==> src/rtl/vtdl_fifo_pkg.sv <==
// vtdl_fifo_pkg -- shared types for the vtdl-based FIFO.
//   flags_t : registered status bits of the FIFO, kept together so the
//             reset value and next-state can be built as one unit.
package vtdl_fifo_pkg;

    typedef struct packed {
        logic empty;
        logic full;
        logic afull;
        logic ovf;
        logic unf;
    } flags_t;

endpackage

==> src/rtl/vtdl.sv <==
// vtdl -- variable-tap delay line.
//   clk : clock, rising edge
//   ce  : shift enable; d enters position 0, every word moves up one
//   a   : tap address, selects the word at position a
//   d   : input word
//   q   : word at position a (combinational from storage)
// Storage has no reset; the FIFO masks stale contents with its count.
module vtdl #(
    parameter int WID = 8,
    parameter int DEP = 16
) (
    input  logic                   clk,
    input  logic                   ce,
    input  logic [$clog2(DEP)-1:0] a,
    input  logic [WID-1:0]         d,
    output logic [WID-1:0]         q
);

    logic [DEP-1:0][WID-1:0] sr_q;
    logic [DEP-1:0][WID-1:0] sr_d;

    for (genvar i = 0; i < DEP; i++) begin : g_stage
        if (i == 0) begin : g_head
            assign sr_d[i] = ce ? d : sr_q[i];
        end else begin : g_body
            assign sr_d[i] = ce ? sr_q[i-1] : sr_q[i];
        end
    end

    always_ff @(posedge clk) begin
        sr_q <= sr_d;
    end

    assign q = sr_q[a];

endmodule

==> src/rtl/vtdl_fifo.sv <==
// vtdl_fifo -- first-word-fall-through FIFO built on a shifting delay line.
//   clk   : clock, rising edge
//   rst   : synchronous active-high reset, overrides wr/rd
//   wr    : write request, din : write data
//   rd    : read request, pops the word currently on dout
//   dout  : oldest word (zero while empty)
//   empty / full / afull : registered status, consistent with cnt
//   cnt   : words stored, 0..DEP
//   ovf   : sticky, a write was dropped because the FIFO was full
//   unf   : sticky, a read was issued while empty
// New words always enter position 0 of the delay line and age upward, so
// the oldest word lives at position cnt-1.
module vtdl_fifo
    import vtdl_fifo_pkg::*;
#(
    parameter int WID   = 8,
    parameter int DEP   = 16,
    parameter int AFULL = DEP - 2
) (
    input  logic                 clk,
    input  logic                 rst,
    input  logic                 wr,
    input  logic [WID-1:0]       din,
    input  logic                 rd,
    output logic [WID-1:0]       dout,
    output logic                 empty,
    output logic                 full,
    output logic                 afull,
    output logic [$clog2(DEP):0] cnt,
    output logic                 ovf,
    output logic                 unf
);

    localparam int AW = $clog2(DEP);
    localparam int CW = AW + 1;
    localparam logic [CW-1:0] DEP_C   = CW'(DEP);
    localparam logic [CW-1:0] AFULL_C = CW'(AFULL);

    logic [CW-1:0]  cnt_q, cnt_d;
    flags_t         flags_q, flags_d;
    logic           wr_acc, rd_acc;
    logic [AW-1:0]  tap_a;
    logic [WID-1:0] tap_q;

    always_comb begin
        rd_acc = rd & ~flags_q.empty;
        // A read frees the top slot in the same cycle, so full does not
        // block a write that is paired with an accepted read.
        wr_acc = wr & (~flags_q.full | rd_acc);

        cnt_d = cnt_q;
        case ({wr_acc, rd_acc})
            2'b10:   cnt_d = cnt_q + CW'(1);
            2'b01:   cnt_d = cnt_q - CW'(1);
            default: cnt_d = cnt_q;
        endcase

        flags_d       = flags_q;
        flags_d.empty = (cnt_d == '0);
        flags_d.full  = (cnt_d == DEP_C);
        flags_d.afull = (cnt_d >= AFULL_C);
        flags_d.ovf   = flags_q.ovf | (wr & ~wr_acc);
        flags_d.unf   = flags_q.unf | (rd & flags_q.empty);
    end

    always_ff @(posedge clk) begin
        if (rst) begin
            cnt_q         <= '0;
            flags_q.empty <= 1'b1;
            flags_q.full  <= 1'b0;
            flags_q.afull <= (AFULL_C == '0);
            flags_q.ovf   <= 1'b0;
            flags_q.unf   <= 1'b0;
        end else begin
            cnt_q   <= cnt_d;
            flags_q <= flags_d;
        end
    end

    // cnt-1 wraps to all-ones when empty; harmless since dout is masked.
    assign tap_a = AW'(cnt_q - CW'(1));

    vtdl #(
        .WID (WID),
        .DEP (DEP)
    ) u_dline (
        .clk (clk),
        .ce  (wr_acc),
        .a   (tap_a),
        .d   (din),
        .q   (tap_q)
    );

    assign dout  = flags_q.empty ? '0 : tap_q;
    assign cnt   = cnt_q;
    assign empty = flags_q.empty;
    assign full  = flags_q.full;
    assign afull = flags_q.afull;
    assign ovf   = flags_q.ovf;
    assign unf   = flags_q.unf;

endmodule
==> config.mk <==
export PLATFORM = sky130hd
export DESIGN_NAME = vtdl_fifo
export DESIGN_NICKNAME = d
export VERILOG_FILES = /design/src/rtl/vtdl_fifo_pkg.sv /design/src/rtl/vtdl.sv /design/src/rtl/vtdl_fifo.sv
export SDC_FILE = /design/constraint.sdc
export NUM_CORES = 1
export LEC_CHECK = 0
export CELL_PAD_IN_SITES_DETAIL_PLACEMENT = 0
export CELL_PAD_IN_SITES_GLOBAL_PLACEMENT = 1
export CORE_ASPECT_RATIO = 0.5
export CORE_MARGIN = 1.5
export CORE_UTILIZATION = 52
export DETAILED_ROUTE_END_ITERATION = 7
export PLACE_DENSITY_LB_ADDON = 0.1
export SETUP_SLACK_MARGIN = 0.5
export SLEW_MARGIN = 20
export SYNTH_ARGS = -nofsm -noshare
export SYNTH_HDL_FRONTEND = slang
export SYNTH_HIERARCHICAL = 1
export SYNTH_SLANG_ARGS = --single-unit
==> constraint.sdc <==
create_clock -name clk -period 6.7 [get_ports clk]
set_input_delay 1.34 -clock clk [delete_from_list [all_inputs] [get_ports clk]]
set_output_delay 1.34 -clock clk [all_outputs]
set_load 0.02 [all_outputs]
After elaboration in Yosys (flattened, before gate mapping):

Cells that the tools add are included.
Widths: inputs -> output; s select.

* register bits after elaboration: 138
* latch bits: 0
* memory bits (writable): 0
* memory bits (read-only): 0
* input port bits: 12
* memories: 0

* add/sub/neg operators: 2
* multipliers: 0
* divide/modulo/power cells: 0
* $lt $le $gt $ge: 2
* eq/ne operators: 3
* shift operators: 0
* muxes and demuxes: 4
* bitwise logic cells: 10
* reductions and logical operators: 1

Operator list (number)
* $bmux 8 s4: 1
* $mux 8: 2
* $pmux 5 s2: 1
* $add 5x1->5 const B: 1
* $eq 5x5->1 const B: 1
* $ge 5x4->1 const B: 1
* $logic_not 5->1: 1
* $lt 4x5->1 const B: 1
* $sub 5x1->5 const B: 1
* $and 1x1->1: 4
* $not 1->1: 3
* $or 1x1->1: 3
* $eq 2x1->1 const B: 1
* $eq 2x2->1 const B: 1

Logic depth before layout (Yosys ltp):

Gate-level depths: netlist (run 1).

* depth after elaboration: 7
* mapped depth: 11
* depth with buffers taken out: 10

Hierarchy:

The synthesis (run 1) kept the hierarchy.

Modules (own cells, without submodules)
* vtdl: times used 1, cells an instance 198, area each 4877.2 um^2, seq. area each 3843.7 um^2
* vtdl_fifo: times used 1, cells an instance 84, area each 693.2 um^2, seq. area each 200.2 um^2

Worst setup path after synthesis (run 1):

No wires, ideal clock.

* kind: input to register
* from: input port rd
* to: register full (netlist name)
* library setup time: 0.088 ns
* arrival time: 5.725 ns
* required time: 6.612 ns
* path slack: 0.887 ns
* stages: 10
* cell sequence: nand2b_1 -> nand2_1 -> nand2_1 -> inv_1 -> ha_1 -> buf_4 -> or3b_1 -> mux2_2 -> a31o_1 -> nor4_2

* cells in the longest elaborated chain, start to end: 6
* elaborated cells on any way between the ends: 7
* those cells by class: eq/ne (3); mux (1); bitwise (3)

Ends and longest elaborated chain
* start, declared: RTL line vtdl_fifo.sv:24 `input logic rd,`
* $and 1x1->1 (*): RTL line vtdl_fifo.sv:46 `rd_acc = rd & ~flags_q.empty;`
* $or 1x1->1 (*): RTL line vtdl_fifo.sv:49 `wr_acc = wr & (~flags_q.full | rd_acc);`
* $and 1x1->1 (*): RTL line vtdl_fifo.sv:49
* net wr_acc: RTL line vtdl_fifo.sv:41 `logic wr_acc, rd_acc;`
* $eq 2x1->1 / $eq 2x2->1 (equally long branches): RTL line vtdl_fifo.sv:52 `case ({wr_acc, rd_acc})`
* $pmux 5 s2 (*): RTL line vtdl_fifo.sv:52
* $eq 5x5->1 (*): RTL line vtdl_fifo.sv:60 `flags_d.full = (cnt_d == DEP_C);`

Mark *: on every way through the listed nets, which the timed path passes. The rest lies on a longest branch.
A chain may end at the register's enable or synchronous reset.

Final worst setup path (run 1):

* from: register cnt_q[0], in the netlist cnt[0]
* to: output port dout[5]

* cells in the longest elaborated chain, start to end: 4

Ends and longest elaborated chain
* start, declared: RTL line vtdl_fifo.sv:39 `logic [CW-1:0] cnt_q, cnt_d;`
* start signal, assigned: RTL line vtdl_fifo.sv:75 `cnt_q <= cnt_d;`
* $sub 5x1->5: RTL line vtdl_fifo.sv:81 `assign tap_a = AW'(cnt_q - CW'(1));`
* net tap_a[0]: RTL line vtdl_fifo.sv:42 `logic [AW-1:0] tap_a;`
* $bmux 8 s4: RTL line vtdl.sv:34 `assign q = sr_q[a];`
* $mux 8 (not written as such): RTL line vtdl.sv:34
* net tap_q[5]: RTL line vtdl_fifo.sv:43 `logic [WID-1:0] tap_q;`
* $mux 8: RTL line vtdl_fifo.sv:94 `assign dout = flags_q.empty ? '0 : tap_q;`
* end, declared: RTL line vtdl_fifo.sv:25 `output logic [WID-1:0] dout,`

The timed path passes the listed nets, and every way through them passes these cells. The select of a mux whose other input is x is not followed.

==> results of run 1 <==
[cell usage in the layout (no fill, tap or decap), drive strengths merged, types with 5 or more instances in the layout]
cell,n
a22oi,16
clkbuf,19
clkdlybuf4s50,29
clkinv,7
dfxtp,10
edfxtp,128
inv,7
mux4,32
nand2,14
nor2,5
nor2b,12
[logic make-up after synthesis]
kind of cell | Yosys count
adder cells (fa/ha/maj) | 4
flip-flops | 138
AND/OR/NAND/NOR | 49
multiplexers | 35
buffers and inverters | 21
XOR/XNOR | 2
AO/OA/AOI/OAI | 33
[per-layer routing]
layer  global-route usage  vias to the layer above
li1                     -                     1241
met4               0.0772                        0
met3               0.0557                       11
met1                0.280                     1464
met5                    0                        -
met2                0.271                       84
[metrics by stage]
stage / utilization / power [mW]
after floorplan: - / 1.31
after global routing: 0.635 / 2.41
final: 0.635 / 2.32
after detailed placement: 0.577 / 1.40
after CTS: 0.635 / 2.34
after global placement: 0.577 / 1.39
[state kept, by name, indices dropped and copies added (netlist names)]
signal        count
unf               1
cnt               5
u_dline/sr_q    128
afull             1
empty             1
ovf               1
full              1
[power groups by stage]
stage | clock network (mW) | logic, mW | registers [mW]
final | 0.932 | 0.337 | 1.05
after global placement | 0 | 0.329 | 1.06
after CTS | 0.951 | 0.339 | 1.05
after floorplan | 0 | 0.247 | 1.06
after detailed placement | 0 | 0.334 | 1.07
after global routing | 0.988 | 0.364 | 1.06
[cell usage after synthesis (2+ instances only)]
cell             count  share of area
nor2_1               5         0.0034
nand2_1             14         0.0094
nand2b_1             2         0.0022
a31oi_1              2         0.0022
ha_1                 4         0.0090
xor2_1               2         0.0031
a22oi_1             16          0.022
inv_1                7         0.0047
nor2b_1             12          0.013
o21ai_0              4         0.0036
clkdlybuf4s25_2      3         0.0054
a21oi_1              3         0.0027
buf_2                3         0.0027
dfxtp_1             10          0.036
buf_4                3         0.0040
buf_6                3         0.0061
mux4_2              18          0.073
or3b_1               2         0.0031
nor3_1               2         0.0018
nand3_1              4         0.0036
nor3b_1              2         0.0027
edfxtp_1           128           0.69
and2_1               2         0.0022
mux4_1              14          0.066
a211oi_1             2         0.0027
mux2_2               2         0.0040
[layout make-up]
type | instances | share of cell area
flip-flops and latches | 138 | 0.618
multi-input cells | 123 | 0.212
clock buffers | 19 | 0.0677
repair buffers | 32 | 0.0478
well taps | 140 | 0.0268
clock inverters | 13 | 0.0231
inverters | 7 | 0.00440
[worst min path at each step]
| stage | from | cells past startpoint | endpoint | slack [ns] |
|---|---|---|---|---|
| finish | u_dline/sr_q[22] | 0 | u_dline/sr_q[30] | 0.44 |
| global route | u_dline/sr_q[22] | 0 | u_dline/sr_q[30] | 0.44 |
| CTS | u_dline/sr_q[22] | 0 | u_dline/sr_q[30] | 0.44 |
| detailed placement | u_dline/sr_q[92] | 0 | u_dline/sr_q[100] | 0.43 |
| global placement | u_dline/sr_q[10] | 0 | u_dline/sr_q[18] | 0.43 |
| floorplan | u_dline/sr_q[8] | 0 | u_dline/sr_q[16] | 0.42 |
==> impl_metrics.env, run 1 <==
export IMPL_grt_pass1_vias=2879
export IMPL_cts_resized_gates=0
export IMPL_r2r_end="full"
export IMPL_critPathSlowestCell="inv_1"
export IMPL_gp_congestion=0.717
export IMPL_instances_no_fill=472
export IMPL_synth_edf_count=128
export IMPL_yosysSeqAreaShare=0.726
export IMPL_layout_setup_ws_ns=1.63
export IMPL_drive_gt1_frac=0.178
export IMPL_drtIter0Drc=242
export IMPL_switching_share=0.241
export IMPL_finalNetCount=335
export IMPL_clkTransAtPathRegs_ns=0.06
export IMPL_syn_area_per_cell_um2=19.8
export IMPL_r2r_start="empty"
export IMPL_insertion_delay_ns=0.41
export IMPL_wl_um=9700
export IMPL_htree_num_levels=4
export IMPL_remaining_drc_errors=0
export IMPL_design_area_mm2=0.00655
export IMPL_path_class="flip-flop to output port"
export IMPL_vias_per_cell=5.93
export IMPL_finalMaxSlewViolations=0
export IMPL_start_kind="flip-flop"
export IMPL_hp_class="flip-flop to flip-flop"
export IMPL_p_sw_mw=0.558
export IMPL_timing_hold_ws_ns=0.438
export IMPL_power_density_mw_per_mm2=354
export IMPL_async_reset_ff_frac=0
export IMPL_combPwrFrac=0.145
export IMPL_rsz0062_at_grt="no"
export IMPL_dieHeight_um=76.2
export IMPL_detailedPlace_worstSlack_ns=2.12
export IMPL_cts_tree="built"
export IMPL_overflow=0
export IMPL_register_area_mm2=0.00404
export IMPL_setup_tns_ns=0
export IMPL_status="completed"
export IMPL_io_pins=30
export IMPL_synth_ff_type="edfxtp_1"
export IMPL_clock_sinks=138
export IMPL_p_seq_frac=0.453
export IMPL_setup_viol=0
export IMPL_critPathCaptureType="output port"
export IMPL_n_fill_cell=723
export IMPL_power_leakage_nw=2.31
export IMPL_crit_buf_inv=4
export IMPL_crit_path_end="dout[5]"
export IMPL_syn_nets=298
export IMPL_die_area_mm2=0.0114
export IMPL_multi_input_area_mm2=0.00139
export IMPL_antenna_found_initial=0
export IMPL_cp_arrival_ns=3.73
export IMPL_portBuffers=29
export IMPL_grt_pass1_wl_um=15700
export IMPL_synth_compound_area_share=0.0434
export IMPL_cp_startpoint="cnt[0]"
export IMPL_peakVddDrop_v=0.000177
export IMPL_cts_root_buffer_cell="clkbuf_16"
export IMPL_vias=2800
export IMPL_tightest_slew_ns=1.05
export IMPL_core_mm2=0.0103
export IMPL_grt_usage=0.191
export IMPL_synth_distinct_cells=39
export IMPL_cts_buffers=17
export IMPL_synth_top_family_by_area="multiplexers"
export IMPL_r2r_cells=9
export IMPL_max_stage_delay_ns=0.73
export IMPL_maxSlewHeadroom=0.302
export IMPL_worstPathCellList="inv_2, ha_1, inv_1, buf_4, mux4_1, a22oi_1, nand2_1, nor2b_1, clkdlybuf4s50_1"
export IMPL_cts_buffer_depth=2
export IMPL_cp_top_family="buffers and inverters"
export IMPL_rows=26
export IMPL_worst_ep_required_time_ns=5.36
export IMPL_synth_seq_cells=138
export IMPL_synthMuxAreaShare=0.145
export IMPL_max_freq_mhz=197
export IMPL_reg2reg_slack_ns=3.44
export IMPL_dpl_cell_count=440
export IMPL_routedWlPerCell_um=20.5
export IMPL_postCtsSetupRepairBufs=0
export IMPL_synth_fa_ha_area_frac=0.00898
export IMPL_cap_violations=0
export IMPL_cp_depth=9
export IMPL_postPlaceCellArea_mm2=0.00595
export IMPL_fin_crit_ns=5.07
export IMPL_p_clk_frac=0.402
export IMPL_wl_met2_um=4580
export IMPL_hold_viol=0
export IMPL_met1Wirelength_um=4390
export IMPL_top_layer_used="met4"
export IMPL_synth_xor_area_frac=0.00314
export IMPL_p_int_mw=1.76
export IMPL_die_x_um=149
export IMPL_dr_pass1_iters=7
export IMPL_initial_core_util=0.540
export IMPL_synth_simple_gate_area_share=0.0492
export IMPL_skew_ns=0.00727
export IMPL_grt_max_degree=71
export IMPL_synth_area_mm2=0.00557
export IMPL_syn_instance_count=282
export IMPL_crit_fanout=23
export IMPL_hpwl_um=5480
export IMPL_diodes=0
export IMPL_synth_warnings=6
export IMPL_ctsHoldBuffers=0
export IMPL_postRouteAntennaNets=0
export IMPL_met3_length_um=640
export IMPL_fin_crit_sh=0.757
export IMPL_area_growth_pct=17.5
Power figures use the tool's default switching activity.
==> run 2, diff against run 1 <==
- CORE_UTILIZATION: 52 -> 47
- clock period: 6.7 -> 4.2 ns (I/O delays scaled with it)
==> run 2 against run 1 <==
  * First-iteration DRC count is 5.4% higher
  * Combinational power is 74% higher
  * Critical path depth is 1 higher
  * Sequential power is 59% higher
  * Global-route usage is 1.2 points lower
  * Via count is 1.3% higher
  * Largest power group unchanged
  * Setup slack worse by 0.94 ns
  * Total power is 63% higher
  * Largest cell class unchanged
  * Core utilization is 3.9 points lower
  * Count of clock-buffer cells in the layout is 2 lower
  * Cell count is 5.5% higher
==> impl_metrics.env, run 2 (same netlist as run 1, synthesis figures left out) <==
export IMPL_p_sw_mw=0.907
export IMPL_r2r_start="empty"
export IMPL_maxSlewHeadroom=0.313
export IMPL_r2r_cells=6
export IMPL_vias=2836
export IMPL_power_mw=3.79
export IMPL_hp_class="flip-flop to flip-flop"
export IMPL_die_x_um=157
export IMPL_finalNetCount=342
export IMPL_r2r_end="u_dline/sr_q[83]"
export IMPL_setup_viol=0
export IMPL_p_clk_frac=0.405
export IMPL_skew_ns=0.00844
export IMPL_power_leakage_nw=2.41
export IMPL_largest_reg_flops=128
export IMPL_reg2reg_slack_ns=1.65
export IMPL_worst_ep_required_time_ns=3.36
export IMPL_register_area_mm2=0.00405
export IMPL_cts_buffer_depth=2
export IMPL_final_common_cell="edfxtp_1"
export IMPL_critPathSlowestCell="dfxtp_2"
export IMPL_io_pins=30
export IMPL_clkTransAtPathRegs_ns=0.06
export IMPL_timing_hold_ws_ns=0.441
export IMPL_drive_gt1_frac=0.218
export IMPL_layout_common_cells="edfxtp_1, clkdlybuf4s50_1, mux4_2"
export IMPL_gp_congestion=0.750
export IMPL_overflow=0
export IMPL_status="completed"
export IMPL_tightest_slew_ns=1.03
export IMPL_design_area_mm2=0.00670
export IMPL_hold_path_end="u_dline/sr_q[17]"
export IMPL_dieHeight_um=80.0
export IMPL_rows=27
export IMPL_setup_tns_ns=0
export IMPL_cp_top_family="buffers and inverters"
export IMPL_largest_register="u_dline/sr_q"
export IMPL_cp_common_cell="buf_4"
export IMPL_max_freq_mhz=285
export IMPL_critPathCaptureType="output port"
export IMPL_remaining_drc_errors=0
export IMPL_met3_length_um=671
export IMPL_diodes=0
export IMPL_hold_start="u_dline/sr_q[9]"
export IMPL_fin_crit_ns=3.51
export IMPL_hpwl_um=5750
export IMPL_met1Wirelength_um=4730
export IMPL_multi_input_area_mm2=0.00143
export IMPL_routedWlPerCell_um=20.4
export IMPL_grt_pass1_wl_um=16000
export IMPL_htree_num_levels=4
export IMPL_cts_root_buffer_cell="clkbuf_16"
export IMPL_insertion_delay_ns=0.41
export IMPL_layout_setup_ws_ns=0.688
export IMPL_min_path_cells=0
export IMPL_grt_max_degree=80
export IMPL_combPwrFrac=0.155
export IMPL_crit_fanout=6
export IMPL_start_kind="flip-flop"
export IMPL_cp_arrival_ns=2.67
export IMPL_cts_tree="built"
export IMPL_core_mm2=0.0112
export IMPL_postPlaceCellArea_mm2=0.00603
export IMPL_area_growth_pct=20.3
export IMPL_crit_buf_inv=5
export IMPL_fin_crit_sh=0.836
export IMPL_path_class="flip-flop to output port"
export IMPL_cts_buffers=17
export IMPL_grt_usage=0.180
export IMPL_p_seq_frac=0.440
export IMPL_rsz0062_at_grt="no"
export IMPL_wl_met2_um=4610
export IMPL_antenna_found_initial=0
export IMPL_peakVddDrop_v=0.000301
export IMPL_hold_viol=0
export IMPL_p_int_mw=2.88
export IMPL_top_layer_used="met4"
export IMPL_n_fill_cell=837
export IMPL_detailedPlace_worstSlack_ns=0.509
export IMPL_max_stage_delay_ns=0.39
export IMPL_power_density_mw_per_mm2=565
export IMPL_clock_sinks=138
export IMPL_finalMaxSlewViolations=0
export IMPL_die_area_mm2=0.0126
export IMPL_cap_violations=0
export IMPL_grt_pass1_vias=2896
export IMPL_worstPathCellList="inv_1, ha_4, clkinvlp_4, buf_4, buf_4, mux4_2, a22oi_1, nand2_1, nor2b_1, dlygate4sd2_1"
export IMPL_drtIter0Drc=255
export IMPL_initial_core_util=0.495
export IMPL_cp_depth=10
export IMPL_wl_um=10200
export IMPL_vias_per_cell=5.69
export IMPL_dr_pass1_iters=5
export IMPL_switching_share=0.240
export IMPL_postRouteAntennaNets=0
export IMPL_portBuffers=29
[run 2: cell count changes in the layout (fill, tap and decap cells not counted), moves of 3 or more]
cell	delta
clkdlybuf4s50_1	-8
clkinv_1	+4
buf_4	+5
dlygate4sd2_1	+7
clkinv_2	-3
[run 2: metal layers]
metal  GRT usage  up-vias
met4      0.0800        0
met3      0.0559       17
met2       0.253      104
met1       0.257     1461
met5           0        -
li1            -     1254
[run 2: cell type report]
| class | instances | share of cell area |
|---|---|---|
| Sequential cell | 138 | 0.604 |
| Multi-Input combinational cell | 123 | 0.214 |
| Clock buffer | 17 | 0.0635 |
| Timing Repair Buffer | 39 | 0.0564 |
| Tap cell | 159 | 0.0297 |
| Clock inverter | 15 | 0.0271 |
| Inverter | 7 | 0.00504 |
[run 2: worst max-delay path by stage]
stage           start       to  slack [ns]
6_report       cnt[1]  dout[2]        0.69
5_1_grt        cnt[1]  dout[2]        0.53
3_3_place_gp   cnt[0]  dout[1]        0.59
2_1_floorplan      rd    empty       -0.14
4_1_cts        cnt[1]  dout[1]        0.37
3_5_place_dp   cnt[0]  dout[1]        0.51
[run 2: power groups by stage]
stage	Sequential, mW	Clock, mW	Combinational, mW
2_1_floorplan	1.69	0	0.398
3_3_place_gp	1.68	0	0.565
3_5_place_dp	1.69	0	0.573
4_1_cts	1.67	1.57	0.579
5_1_grt	1.68	1.62	0.636
6_report	1.67	1.53	0.587
[run 2: stage by stage]
stage	instances	util
finish	498	0.596
global route	498	0.596
global placement	463	0.536
CTS	497	0.592
detailed placement	463	0.536
floorplan	282	-
[run 2: timing repair]
| action | 4_1_cts | 5_1_grt |
|---|---|---|
| gates resized for setup | 12 | 9 |
| endpoints found under the setup margin | 8 | 8 |
| setup buffers | 2 | 1 |
| hold buffers | 0 | 0 |
